<file path="config.mk">
export PLATFORM = sky130hd
export DESIGN_NAME = sprite_blitter
export DESIGN_NICKNAME = d
export VERILOG_FILES = /design/src/rtl/sprite_blitter.sv
export SDC_FILE = /design/constraint.sdc
export NUM_CORES = 1
export LEC_CHECK = 0
export ABC_CLOCK_PERIOD_IN_PS = 3200
export BUFFER_PORTS_ARGS = -buffer_cell sky130_fd_sc_hd__buf_2
export CAP_MARGIN = 20
export CORE_ASPECT_RATIO = 0.7
export CORE_MARGIN = 2
export CORE_UTILIZATION = 50
export CTS_CLUSTER_DIAMETER = 100
export DETAILED_ROUTE_END_ITERATION = 16
export GPL_ROUTABILITY_DRIVEN = 0
export PLACE_DENSITY = 0.68
export RECOVER_POWER = 100
export SYNTH_ARGS = -nofsm -noshare
export SYNTH_HDL_FRONTEND = slang
export SYNTH_SLANG_ARGS = --single-unit
export TNS_END_PERCENT = 20
</file>
<file path="constraint.sdc">
create_clock -name clock_i -period 3.2 [get_ports clock_i]
set_input_delay 0.48 -clock clock_i [delete_from_list [all_inputs] [get_ports clock_i]]
set_output_delay 0.48 -clock clock_i [all_outputs]
set_load 0.02 [all_outputs]
</file>
<file path="src/rtl/sprite_blitter.sv">
// rtl/sprite_blitter.sv - sweeps a 16x16 key sprite out of the image loader into VGA plot strobes.
// Screen coordinates travel beside each ROM address so they meet the colour when it returns.
module sprite_blitter #(
   parameter int          SPR_W   = 16,
   parameter int          SPR_H   = 16,
   parameter int          ROM_LAT = 1,
   parameter int          SCR_W   = 160,
   parameter int          SCR_H   = 120,
   parameter logic [2:0]  TRANSP  = 3'b000
) (
   input  logic       clock_i,
   input  logic       reset_i,
   input  logic       start_i,
   input  logic [7:0] loc_x_i,
   input  logic [7:0] loc_y_i,
   input  logic [2:0] spr_id_i,
   input  logic [1:0] spr_key_i,
   output logic       busy_o,
   output logic       done_o,
   output logic [2:0] img_id_o,
   output logic [1:0] img_key_o,
   output logic [3:0] img_i_o,
   output logic [5:0] img_j_o,
   input  logic [2:0] img_colour_i,
   output logic [7:0] vga_x_o,
   output logic [6:0] vga_y_o,
   output logic [2:0] vga_colour_o,
   output logic       vga_plot_o
);

   typedef enum logic [1:0] {IDLE, FETCH, DRAIN, DONE} state_t;

   state_t state_q, state_d;
   logic [7:0] loc_x_q, loc_x_d, loc_y_q, loc_y_d;
   logic [2:0] id_q, id_d;
   logic [1:0] key_q, key_d;
   logic [3:0] i_q, i_d;
   logic [5:0] j_q, j_d;
   logic [7:0] drain_q, drain_d;

   logic [ROM_LAT-1:0]      dv_q, dv_d;
   logic [ROM_LAT-1:0][8:0] dpx_q, dpx_d, dpy_q, dpy_d;

   logic [7:0] vx_q, vx_d;
   logic [6:0] vy_q, vy_d;
   logic [2:0] vc_q, vc_d;
   logic       vp_q, vp_d;

   logic       last_addr;
   logic       tail_v;
   logic [8:0] tail_px, tail_py;

   assign last_addr = (i_q == 4'(SPR_W - 1)) && (j_q == 6'(SPR_H - 1));
   assign tail_v    = dv_q[ROM_LAT-1];
   assign tail_px   = dpx_q[ROM_LAT-1];
   assign tail_py   = dpy_q[ROM_LAT-1];

   always_comb begin
      state_d = state_q;
      loc_x_d = loc_x_q;
      loc_y_d = loc_y_q;
      id_d    = id_q;
      key_d   = key_q;
      i_d     = i_q;
      j_d     = j_q;
      drain_d = drain_q;
      case (state_q)
         IDLE: begin
            if (start_i) begin
               loc_x_d = loc_x_i;
               loc_y_d = loc_y_i;
               id_d    = spr_id_i;
               key_d   = spr_key_i;
               i_d     = '0;
               j_d     = '0;
               state_d = FETCH;
            end
         end
         FETCH: begin
            if (last_addr) begin
               i_d     = '0;
               j_d     = '0;
               drain_d = '0;
               state_d = DRAIN;
            end else if (i_q == 4'(SPR_W - 1)) begin
               i_d = '0;
               j_d = j_q + 6'd1;
            end else begin
               i_d = i_q + 4'd1;
            end
         end
         // ROM_LAT cycles for the loader plus one for the output register
         DRAIN: begin
            if (drain_q == 8'(ROM_LAT)) state_d = DONE;
            else                        drain_d = drain_q + 8'd1;
         end
         DONE:    state_d = IDLE;
         default: state_d = IDLE;
      endcase
   end

   always_comb begin
      dv_d  = dv_q;
      dpx_d = dpx_q;
      dpy_d = dpy_q;
      for (int k = ROM_LAT - 1; k > 0; k--) begin
         dv_d[k]  = dv_q[k-1];
         dpx_d[k] = dpx_q[k-1];
         dpy_d[k] = dpy_q[k-1];
      end
      dv_d[0]  = (state_q == FETCH);
      dpx_d[0] = {1'b0, loc_x_q} + 9'(i_q);
      dpy_d[0] = {1'b0, loc_y_q} + 9'(j_q);
   end

   always_comb begin
      vp_d = tail_v && (tail_px < 9'(SCR_W)) && (tail_py < 9'(SCR_H)) &&
             (img_colour_i != TRANSP);
      vx_d = vx_q;
      vy_d = vy_q;
      vc_d = vc_q;
      if (vp_d) begin
         vx_d = tail_px[7:0];
         vy_d = tail_py[6:0];
         vc_d = img_colour_i;
      end
   end

   always_ff @(posedge clock_i) begin
      if (reset_i) begin
         state_q <= IDLE;
         loc_x_q <= '0;
         loc_y_q <= '0;
         id_q    <= '0;
         key_q   <= '0;
         i_q     <= '0;
         j_q     <= '0;
         drain_q <= '0;
         dv_q    <= '0;
         dpx_q   <= '0;
         dpy_q   <= '0;
         vx_q    <= '0;
         vy_q    <= '0;
         vc_q    <= '0;
         vp_q    <= 1'b0;
      end else begin
         state_q <= state_d;
         loc_x_q <= loc_x_d;
         loc_y_q <= loc_y_d;
         id_q    <= id_d;
         key_q   <= key_d;
         i_q     <= i_d;
         j_q     <= j_d;
         drain_q <= drain_d;
         dv_q    <= dv_d;
         dpx_q   <= dpx_d;
         dpy_q   <= dpy_d;
         vx_q    <= vx_d;
         vy_q    <= vy_d;
         vc_q    <= vc_d;
         vp_q    <= vp_d;
      end
   end

   assign busy_o       = (state_q == FETCH) || (state_q == DRAIN);
   assign done_o       = (state_q == DONE);
   assign img_id_o     = id_q;
   assign img_key_o    = key_q;
   assign img_i_o      = i_q;
   assign img_j_o      = j_q;
   assign vga_x_o      = vx_q;
   assign vga_y_o      = vy_q;
   assign vga_colour_o = vc_q;
   assign vga_plot_o   = vp_q;

endmodule
</file>
==> impl_metrics.toml <==
[hold_path]
min_path_cells = 3
worstHoldStart = "loc_y_i[6]"
hp-class = "primary input to flop"
hold_end = "loc_y_q[6]$_SDFFE_PP0P_"

[synth]
synth_area_per_cell_sq_um = 8.59
synth_top_flop_cell = "dfxtp_1"
yosysWarnings = 0
synth.most_common_cell = "dfxtp_1"
synth_edf_count = 0
async_reset_ff_frac = 0
synth_area_sq_um = 3600
netlist.top_cell.by_area = "dfxtp_1"
synth-seq-area-share = 0.439
syn_inst = 419
synth_commonest_cells = "dfxtp_1, a21oi_1, nand2_1, nand3_1, o21ai_0"
yosys-top-cells-area = "dfxtp_1, a21oi_1, ha_1, nand2_1, nand3_1"
synth_top_cell_area_share = 0.439
synthesis.nets = 466
ys_ff_latch = 79
synth.distinct_cells = 50

[die]
die-area_sq_um = 7910
start_util = 0.525
fp.dieH_microns = 75.0
die_w_microns = 105
rows = 25
io_pins = 63
coreArea_sq_um = 6850

[timing]
final.setup.tns_ns = 0
finalSetupViolations = 0
period_share = 0.784
hold_viol_final = 0
rsz0062_at_grt = "false"
max_clock_freq_mhz = 398
worstMarginPinSlew_ns = 1.23
fin_worst_skew_ns = 0.00505
slew_headroom = 0.182
slew_violations = 0
fin_crit_ns = 2.51
hold_slack_ns = 0.357
setup_slack_ns = 0.690

[grt]
grtUsageTotal = 0.222
antenna_found_initial = 0
grt_pass1_vias = 2855
grt_pass1_wl_mm = 13.7
grt_overflow = 0
grt_max_degree = 63

[placed_design]
post-place-ws_ns = 1.08
io_buffer_count = 62
place_inst = 557
place_area_sq_um = 3960
dp_hpwl_mm = 5.86

[power_and_ir_drop]
p_leak_nw = 1.58
powerDensity_nw_per_um2 = 709
power_mw = 2.97
ir_worst_vdd_mv = 0.375

[layout]
areaGrowthSynthToFinish_pct = 16.4
final_cells = 573
nets = 521
drive_gt1_frac = 0.104
n_fill_cell = 664
design_area_sq_um = 4190
diodes = 0
utilization = 0.612

[clock_network]
tritoncts = "done"
clockBufferDepth = 2
clock_latency_ns = 0.35
post_cts_resized = 0
htreeDepth = 3
clock-sinks = 79
cts_setup_buffers = 0
cts-root-buf = "clkbuf_8"
cts.clk_slew.worst_paths_ns = 0.08
holdBufCountCts = 0
numCtsBuffers = 9

[worst_setup_path]
critPathKind = "flop to flop"
cp.required_ns = 3.46
worst_setup_path_end_kind = "flop"
reg2reg_slack_ns = 0.69
arrival_ns = 2.77
crit_path_start_kind = "flop"
worstReg2RegStart = "state_q[1]$_SDFFE_PP0P_"
r2r_end = "state_q[1]$_SDFFE_PP0P_"
reg2reg_depth = 6
critPathMaxFanout = 18

[drt]
viasPerCell = 5.66
routed_wl_mm = 8.39
first_pass_iters = 4
vias = 3246
drtIter0Drc = 235
drc_errors = 0
wl_per_cell_microns = 14.6
drtAntennaViolNets = 0

[run_status]
status = "finished, final reports clean"

[flow_run]
max_cap_violations = 0
-- cells in the final DEF (no fill, tap or decap), types with 3 or more instances in the layout --
| master | instances |
|---|---|
| nand4_1 | 3 |
| inv_1 | 13 |
| ha_1 | 18 |
| or4_1 | 9 |
| a21o_1 | 4 |
| o21ai_0 | 29 |
| nand4b_1 | 3 |
| buf_2 | 26 |
| a31oi_1 | 4 |
| nor3b_1 | 3 |
| bufinv_16 | 5 |
| a21oi_1 | 56 |
| nor3_1 | 10 |
| clkbuf_8 | 9 |
| nor2b_1 | 9 |
| clkbuf_1 | 37 |
| nor2_1 | 17 |
| a21boi_0 | 3 |
| o31ai_1 | 7 |
| nand2b_1 | 3 |
| xnor2_1 | 5 |
| dfxtp_1 | 79 |
| o21a_1 | 4 |
| nand2_1 | 53 |
| nand3_1 | 29 |
| a211oi_1 | 4 |
-- power breakdown --
part	switching, mW	total (mW)	internal (mW)
registers	0.0901	1.19	1.10
logic	0.497	0.732	0.235
clock network	0.374	1.05	0.680
-- kinds of logic (layout without fill, tap and decap cells) --
logic type,count (synthesis),after routing,share of synthesized area
xor+xnor,6,6,0.0146
mux,4,4,0.0129
buf+inv,33,93,0.0365
compound gates,124,124,0.204
flops,79,79,0.439
fa+ha+maj,20,20,0.0737
simple gates,153,153,0.219
-- critical path, stage by stage (launching register included) --
cell and delay, ns:
dfxtp_1 0.34, inv_1 0.10, ha_1 0.46, inv_1 0.21, a21oi_1 0.88, nor3_1 0.18
o31ai_1 0.25
-- registers in the layout, summed over array words and instances (netlist names), 3 cells and up --
register      count
loc_x_q           8
vga_colour_o      3
drain_q           8
img_id_o          3
loc_y_q           8
dpy_q             9
vga_y_o           7
img_j_o           6
dpx_q             9
vga_x_o           8
img_i_o           4
-- worst max path at each step --
stage | from | endpoint | cells past startpoint
detailed placement | state_q[1]$_SDFFE_PP0P_ | state_q[1]$_SDFFE_PP0P_ | 6
global placement | state_q[1]$_SDFFE_PP0P_ | state_q[0]$_SDFFE_PP0P_ | 6
global route | state_q[1]$_SDFFE_PP0P_ | state_q[1]$_SDFFE_PP0P_ | 6
finish | state_q[1]$_SDFFE_PP0P_ | state_q[1]$_SDFFE_PP0P_ | 6
CTS | state_q[1]$_SDFFE_PP0P_ | state_q[1]$_SDFFE_PP0P_ | 6
floorplan | img_i_o[0]$_SDFFE_PP0P_ | dpx_q[6]$_SDFF_PP0_ | 7
-- layer usage --
| layer | vias up | wire [microns] | global-route usage |
|---|---|---|---|
| li1 | 1613 | - | - |
| met1 | 1533 | 4120 | 0.304 |
| met2 | 95 | 3630 | 0.351 |
| met3 | 5 | 578 | 0.0615 |
| met4 | 0 | 61 | 0.0563 |
| met5 | - | 0 | 0 |
-- layout make-up --
cell class              instances  area [sq um]  area share
multi-input cells             307          1870       0.447
flip-flops and latches         79          1580       0.378
repair buffers                 64           277      0.0660
clock inverters                 7           168      0.0400
clock buffers                   9           124      0.0296
well taps                      94           118      0.0281
inverters                      13          48.8      0.0116
No activity file was read; power rests on OpenSTA's default activity.
